### config.mk
export PLATFORM = sky130hd
export DESIGN_NAME = rca_accumulator
export DESIGN_NICKNAME = d
export VERILOG_FILES = /design/src/rtl/rca_pkg.sv /design/src/rtl/ripple_carry_adder_n_bit.sv /design/src/rtl/rca_accumulator.sv
export SDC_FILE = /design/constraint.sdc
export NUM_CORES = 1
export LEC_CHECK = 0
export ABC_AREA = 0
export CORE_MARGIN = 2
export CORE_UTILIZATION = 58
export CTS_BUF_LIST = sky130_fd_sc_hd__clkbuf_8
export CTS_CLUSTER_DIAMETER = 120
export DETAILED_ROUTE_END_ITERATION = 8
export PLACE_DENSITY = 0.9
export SYNTH_ARGS = -nofsm -noshare
export SYNTH_HDL_FRONTEND = slang
export SYNTH_HIERARCHICAL = 1
export SYNTH_SLANG_ARGS = --single-unit
### constraint.sdc
create_clock -name clk -period 8.94 [get_ports clk]
set_clock_uncertainty 0.05 [all_clocks]
set_input_delay 0.894 -clock clk [delete_from_list [all_inputs] [get_ports clk]]
set_output_delay 0.894 -clock clk [all_outputs]
set_load 0.02 [all_outputs]
### src/rtl/rca_pkg.sv
// Shared definitions for the frame accumulator.
//   state_t    : accumulator FSM encoding (ACCUM collects samples, DONE holds a result)
//   clog2_min1 : bit width needed to count 0..value-1, never less than one bit
package rca_pkg;

  typedef enum logic {
    ACCUM = 1'b0,
    DONE  = 1'b1
  } state_t;

  function automatic int clog2_min1(input int value);
    int w;
    w = 0;
    for (int i = 0; i < 31; i++) begin
      if ((1 << i) < value) w = i + 1;
    end
    return (w < 1) ? 1 : w;
  endfunction

endpackage

### src/rtl/ripple_carry_adder_n_bit.sv
// Plain ripple-carry adder: each bit is a full adder whose carry feeds the next.
//   a, b : WIDTH-bit operands
//   cin  : carry into bit 0
//   sum  : a + b + cin modulo 2^WIDTH
//   cout : carry out of the top bit
module ripple_carry_adder_n_bit #(
  parameter int WIDTH = 8
) (
  input  logic [WIDTH-1:0] a,
  input  logic [WIDTH-1:0] b,
  input  logic             cin,
  output logic [WIDTH-1:0] sum,
  output logic             cout
);

  // The carry is walked bit by bit in a local variable so the chain reads
  // like the textbook full-adder cascade.
  always_comb begin
    logic c;
    sum = '0;
    c   = cin;
    for (int i = 0; i < WIDTH; i++) begin
      sum[i] = a[i] ^ b[i] ^ c;
      c      = (a[i] & b[i]) | (c & (a[i] ^ b[i]));
    end
    cout = c;
  end

endmodule

### src/rtl/rca_accumulator.sv
// Frame accumulator: sums COUNT unsigned samples through a ripple-carry adder
// and presents the frame total with a sticky wrap flag.
//   clk, rst   : rising-edge clock, asynchronous active-high reset
//   clr        : synchronous abort; drops the current frame and any pending result
//   in_data    : WIDTH-bit unsigned sample, qualified by in_valid
//   in_valid / in_ready   : sample handshake
//   out_data   : ACC_WIDTH-bit frame total (modulo 2^ACC_WIDTH)
//   out_ovf    : a carry-out occurred somewhere in the frame
//   out_valid / out_ready : result handshake
//
// Handshakes: a beat transfers on a rising edge where valid and ready are both
// high. in_ready is high only while collecting samples; out_valid is high only
// while a result is held, and the result stays stable until out_ready is seen.
// The two never overlap, so a result must be consumed before the next sample.
module rca_accumulator
  import rca_pkg::*;
#(
  parameter int WIDTH     = 4,
  parameter int ACC_WIDTH = 8,
  parameter int COUNT     = 4
) (
  input  logic                 clk,
  input  logic                 rst,
  input  logic                 clr,
  input  logic [WIDTH-1:0]     in_data,
  input  logic                 in_valid,
  output logic                 in_ready,
  output logic [ACC_WIDTH-1:0] out_data,
  output logic                 out_ovf,
  output logic                 out_valid,
  input  logic                 out_ready
);

  localparam int CNT_W = clog2_min1(COUNT);
  localparam logic [CNT_W-1:0] LAST = CNT_W'(COUNT - 1);

  state_t               state;
  state_t               state_next;
  logic [ACC_WIDTH-1:0] acc;
  logic [ACC_WIDTH-1:0] b_ext;
  logic [ACC_WIDTH-1:0] sum;
  logic                 cout;
  logic [CNT_W-1:0]     cnt;
  logic                 ovf;
  logic                 accept;
  logic                 last_beat;

  assign b_ext     = ACC_WIDTH'(in_data);
  assign accept    = in_valid && in_ready;
  assign last_beat = (cnt == LAST);

  ripple_carry_adder_n_bit #(
    .WIDTH(ACC_WIDTH)
  ) u_adder (
    .a   (acc),
    .b   (b_ext),
    .cin (1'b0),
    .sum (sum),
    .cout(cout)
  );

  // State register
  always_ff @(posedge clk or posedge rst) begin
    if (rst) state <= ACCUM;
    else     state <= state_next;
  end

  // Next-state logic; clr overrides everything
  always_comb begin
    state_next = state;
    if (clr) begin
      state_next = ACCUM;
    end else begin
      case (state)
        ACCUM: if (accept && last_beat) state_next = DONE;
        DONE:  if (out_ready)           state_next = ACCUM;
        default: state_next = ACCUM;
      endcase
    end
  end

  // Handshake outputs follow the state directly
  always_comb begin
    in_ready  = (state == ACCUM);
    out_valid = (state == DONE);
  end

  // Datapath registers. acc only ever loads on an accepted beat, so a sample
  // presented without in_valid never enters the sum.
  always_ff @(posedge clk or posedge rst) begin
    if (rst) begin
      acc      <= '0;
      cnt      <= '0;
      ovf      <= 1'b0;
      out_data <= '0;
      out_ovf  <= 1'b0;
    end else if (clr) begin
      acc <= '0;
      cnt <= '0;
      ovf <= 1'b0;
    end else if (accept) begin
      if (last_beat) begin
        out_data <= sum;
        out_ovf  <= ovf | cout;
        acc      <= '0;
        cnt      <= '0;
        ovf      <= 1'b0;
      end else begin
        acc <= sum;
        ovf <= ovf | cout;
        cnt <= cnt + 1'b1;
      end
    end
  end

endmodule

== Yosys cells after proc, flatten, opt, wreduce, memory -nomap -nowiden ==
Cells that the tools add are included.

* Muxes and demuxes: 13
* Equality and inequality tests: 1
* $add $sub $neg: 1
* Bitwise operators: 28
* Reductions and logical operators: 4

{| class="wikitable"
|+ Operators by type and width
! kind !! number
|-
| 8-bit 2-to-1 mux || 3
|-
| 1-bit bitwise AND || 11
|-
| 1-bit XOR || 11
|-
| 1-bit 2-to-1 mux || 6
|-
| 2-bit 2-to-1 mux || 3
|-
| 1-bit OR || 4
|-
| 3-bit AND reduction || 1
|-
| 2-bit by 1-bit adder with 2-bit output (second input constant) || 1
|-
| 2-bit equality test (second input constant) || 1
|-
| 1-bit logical AND || 2
|-
| 1-bit inverter || 2
|-
| 1-bit one-hot mux with 2 select lines || 1
|-
| 2-bit nonzero test || 1
|}

* Output and inout bits: 11
* Register bits after elaboration: 21
* Logic and storage cells: 53

== Longest topological paths before layout ==
* Depth in word-level cells: 15
* Depth in mapped cells: 14
* Depth with buffers taken out: 14

== Cells and area by module ==
Netlist, hierarchy kept.

{| class="wikitable"
|+ Modules (own cells, without submodules)
! module !! area each (sq um) !! instances !! cells each
|-
| rca_accumulator || 919.6 || 1 || 76
|-
| ripple_carry_adder_n_bit || 197.7 || 1 || 18
|}

== Least setup slack after synthesis ==
Ideal clock, no wire load.

* Kind: in2reg
* From: input port in_data[0]
* To: register acc[7]
* Slack: 4.714 ns
* Stages on the path: 14
* Setup time: 0.078 ns
* Path buffers: 0
* Data arrival time: 4.098 ns
* Path through: fa_1 > inv_1 > fa_1 > inv_1 > fa_1 > fa_1 > fa_1 > fa_1 > fa_1 > inv_1 > fa_1 > inv_1 > nand3b_1 > a21oi_1

* Cells in the longest elaborated chain, start to end: 14

{| class="wikitable"
|+ Ends and longest elaborated chain
! element !! RTL line !! RTL
|-
| start: declaration || rca_accumulator.sv:25 || <nowiki>input logic [WIDTH-1:0] in_data,</nowiki>
|-
| 1-bit bitwise AND (2 in a row) || ripple_carry_adder_n_bit.sv:24 || <nowiki>c = (a[i] & b[i]) | (c & (a[i] ^ b[i]));</nowiki>
|-
| 1-bit OR || ripple_carry_adder_n_bit.sv:24 ||
|-
| 1-bit bitwise AND || ripple_carry_adder_n_bit.sv:24 ||
|-
| 1-bit OR || ripple_carry_adder_n_bit.sv:24 ||
|-
| 1-bit bitwise AND || ripple_carry_adder_n_bit.sv:24 ||
|-
| 1-bit OR || ripple_carry_adder_n_bit.sv:24 ||
|-
| 1-bit bitwise AND (3 in a row) || ripple_carry_adder_n_bit.sv:24 ||
|-
| 1-bit XOR || ripple_carry_adder_n_bit.sv:23 || <nowiki>sum[i] = a[i] ^ b[i] ^ c;</nowiki>
|-
| via sum[7] || rca_accumulator.sv:41 || <nowiki>logic [ACC_WIDTH-1:0] sum;</nowiki>
|-
| 8-bit 2-to-1 mux || rca_accumulator.sv:102 || <nowiki>if (last_beat) begin</nowiki>
|-
| 8-bit 2-to-1 mux || rca_accumulator.sv:101 || <nowiki>end else if (accept) begin</nowiki>
|-
| 8-bit 2-to-1 mux || rca_accumulator.sv:97 || <nowiki>end else if (clr) begin</nowiki>
|-
| end signal: assignment || rca_accumulator.sv:109 || <nowiki>acc <= sum;</nowiki>
|-
| end: declaration || rca_accumulator.sv:39 || <nowiki>logic [ACC_WIDTH-1:0] acc;</nowiki>
|}

The timed path passes the listed nets, and every way through them passes these cells. The select of a mux whose other input is x is not followed.
A chain may end at the register's enable or synchronous reset.

== Worst setup path in the final report ==
Ends and elaborated chain as after synthesis.

==> results.py <==
metrics = {
    "sta": {
        "fin_crit_sh_pct": 51.46,
        "drv_slew": 0,
        "fin_ws_ns": 4.339,
        "final.min_clock_period_ns": 4.601,
        "slew_headroom_pct": 47.70,
        "fmax_mhz": 217.4,
        "setup_viol": 0,
        "rsz0062_at_grt": "no",
        "worstMarginPinSlew_ns": 0.7836,
        "tns_ns": 0,
        "finalHoldViolCount": 0,
    },
    "placement": {
        "port_buffers": 19,
        "dp_hpwl_um": 1454,
        "gp_congestion": 0.7932,
        "place_ws_ns": 4.088,
        "place_inst": 138,
    },
    "clock_network": {
        "cts-root-buf": "clkbuf_8",
        "post-cts-setup-buffers": 0,
        "cts_tree": "yes",
        "h-tree-depth": 1,
        "numCtsBuffers": 3,
        "cts_hold_buf": 0,
        "numClockSinks": 21,
        "cts.repair.resized": 0,
        "cts_buffer_depth": 2,
        "clkSlewWorstSetupHoldPaths_ns": 0.08,
        "clkLatencyLatePin_ns": 0.25,
    },
    "cells_and_area": {
        "final_cell_mix": "dfrtp_1, clkdlybuf4s50_1, inv_1",
        "fillers": 129,
        "stdcell_count": 142,
        "seqCellArea_sq_um": 525.5,
        "final_layout_size_suffix_gt1_share_pct": 11.97,
        "num_antenna_cells": 0,
        "finalCoreUtilization_pct": 77.52,
        "nNetsFinal": 136,
        "final_common_cell": "dfrtp_1",
        "multi_input_area_sq_um": 529.3,
        "area_growth_pct": 22.40,
    },
    "grt": {
        "met1_usage_pct": 27.09,
        "grt.busiest_layer": "met2",
        "antenna_found_initial": 0,
        "grt_pass1_vias": 767,
        "grt_usage_pct": 21.16,
        "use_met3_pct": 4.528,
        "grt_max_degree": 22,
        "grtUsageMet2_pct": 34.40,
        "grt_pass1_wl_um": 3263,
        "gr-total-overflow": 0,
    },
    "route": {
        "dr_total_vias": 726,
        "first_iter_violations": 6,
        "drtPass1Iterations": 4,
        "drt_drc_violations_left": 0,
        "detail-route-antenna-nets": 0,
        "via_per_inst": 5.113,
        "wl_um": 1992,
        "wl_per_cell_um": 14.03,
    },
    "floorplan": {
        "die_y_um": 47.89,
        "initial_core_util_pct": 63.33,
        "dieArea_sq_um": 2293,
        "coreArea_sq_um": 1764,
        "fp-row-count": 15,
        "ios": 20,
        "die_x_um": 47.89,
    },
    "synth": {
        "ys_warn_count": 6,
        "yosysSeqAreaShare_pct": 47.03,
        "synth_cell_type_count": 21,
        "yosys_register_bits": 21,
        "async_flop_share_pct": 100.0,
        "syn_avg_cell_area_sq_um": 11.89,
        "synth_edf_count": 0,
        "syn-instance-count": 94,
        "ys_dominant_reg_cell": "dfrtp_1",
        "netlist_area_sq_um": 1117,
    },
    "pwr": {
        "irDropWorstVdd_mv": 0.1500,
        "cellLeakagePower_nw": 0.6307,
        "power_density_nw_per_um2": 198.8,
    },
    "worst_setup_path": {
        "crit_type": "in -> reg",
        "crit_path_end_kind": "flop",
        "crit_fanout": 2,
        "crit_arrival_ns": 4.72,
        "required_ns": 9.06,
        "critPathLaunchType": "input port",
    },
    "min_path": {
        "worstHoldPathType": "reg -> reg",
    },
    "run_status": {
        "status": "finished, final reports clean",
    },
    "job": {
        "drv_cap": 0,
    },
}
==> stage by stage <==
step                      area [sq um]  power (mW)  hold slack [ns]
after floorplan                   1132      0.1771           0.4470
after global placement            1321      0.2088           0.4437
after detailed placement          1321      0.2129           0.4461
after CTS                         1368      0.2739           0.4673
after global routing              1368      0.2882           0.4873
final                             1368      0.2719           0.4641
==> path summary, 6_finish.rpt <==
path / start / to / slack [ns] / cells past startpoint
worst min register to register: out_data[1] / out_data[1] / 0.46 / 1
worst max-delay path: in_data[0] / acc[7] / 4.34 / 15
worst min-delay path: out_data[1] / out_data[1] / 0.46 / 1
max in group asynchronous: rst / out_ovf / 7.30 / 2
min in group asynchronous: rst / out_data[1] / 1.05 / 2
worst max register to register: acc[0] / acc[7] / 4.98 / 14
==> routing by layer <==
metal	wire length [um]	share of wire, %
met3	72	3.6
met1	920	46
met2	983	49
met4	15	0.75
met5	0	0
==> layout make-up <==
| cell class | instances | area share [%] |
|---|---|---|
| multi-input cells | 61 | 38.70 |
| flip-flops and latches | 21 | 38.43 |
| repair buffers | 19 | 13.91 |
| inverters | 12 | 3.294 |
| clock buffers | 3 | 3.019 |
| well taps | 25 | 2.287 |
| clock inverters | 1 | 0.3660 |
==> power breakdown <==
| part | internal, mW | leakage [nW] | switching [mW] |
|---|---|---|---|
| sequential | 0.111 | 0.282 | 0.0101 |
| clock | 0.0310 | 0.0255 | 0.0294 |
| combinational | 0.0471 | 0.324 | 0.0431 |
| total | 0.189 | 0.631 | 0.0826 |
==> cell usage after synthesis, types with 2 or more instances <==
cell / number / area (sq um)
dfrtp_1: 21 / 525.5
inv_1: 12 / 45.04
clkbuf_1: 2 / 7.510
nor2_1: 3 / 11.26
mux2_4: 7 / 105.1
nand3b_1: 8 / 60.06
a21oi_1: 11 / 55.05
fa_1: 8 / 160.2
nand2_1: 10 / 37.54
==> flip-flops by register name (all words and copies together) (netlist names) <==
| register | count |
|---|---|
| out_valid | 1 |
| ovf | 1 |
| cnt | 2 |
| acc | 8 |
| out_ovf | 1 |
| out_data | 8 |
==> worst max-delay path: stages <==
cell             delay, ns
clkdlybuf4s50_1       0.43
fa_1                  0.39
inv_1                 0.07
fa_1                  0.18
inv_1                 0.06
fa_1                  0.37
fa_1                  0.39
fa_1                  0.39
fa_1                  0.39
fa_1                  0.37
inv_1                 0.07
fa_1                  0.40
inv_1                 0.10
nand3b_1              0.08
a21oi_1               0.16
==> cells by family after synthesis <==
kind of cell	after synthesis	share of synthesized area, %
buffers and inverters	16	6.942
XOR/XNOR	1	0.7840
flip-flops	21	47.03
AND/OR/NAND/NOR	26	13.44
multiplexers	8	10.41
AO/OA/AOI/OAI	12	5.599
other	1	0.3356
adder cells (fa/ha/maj)	9	15.45
No activity file was read; power rests on OpenSTA's default activity.
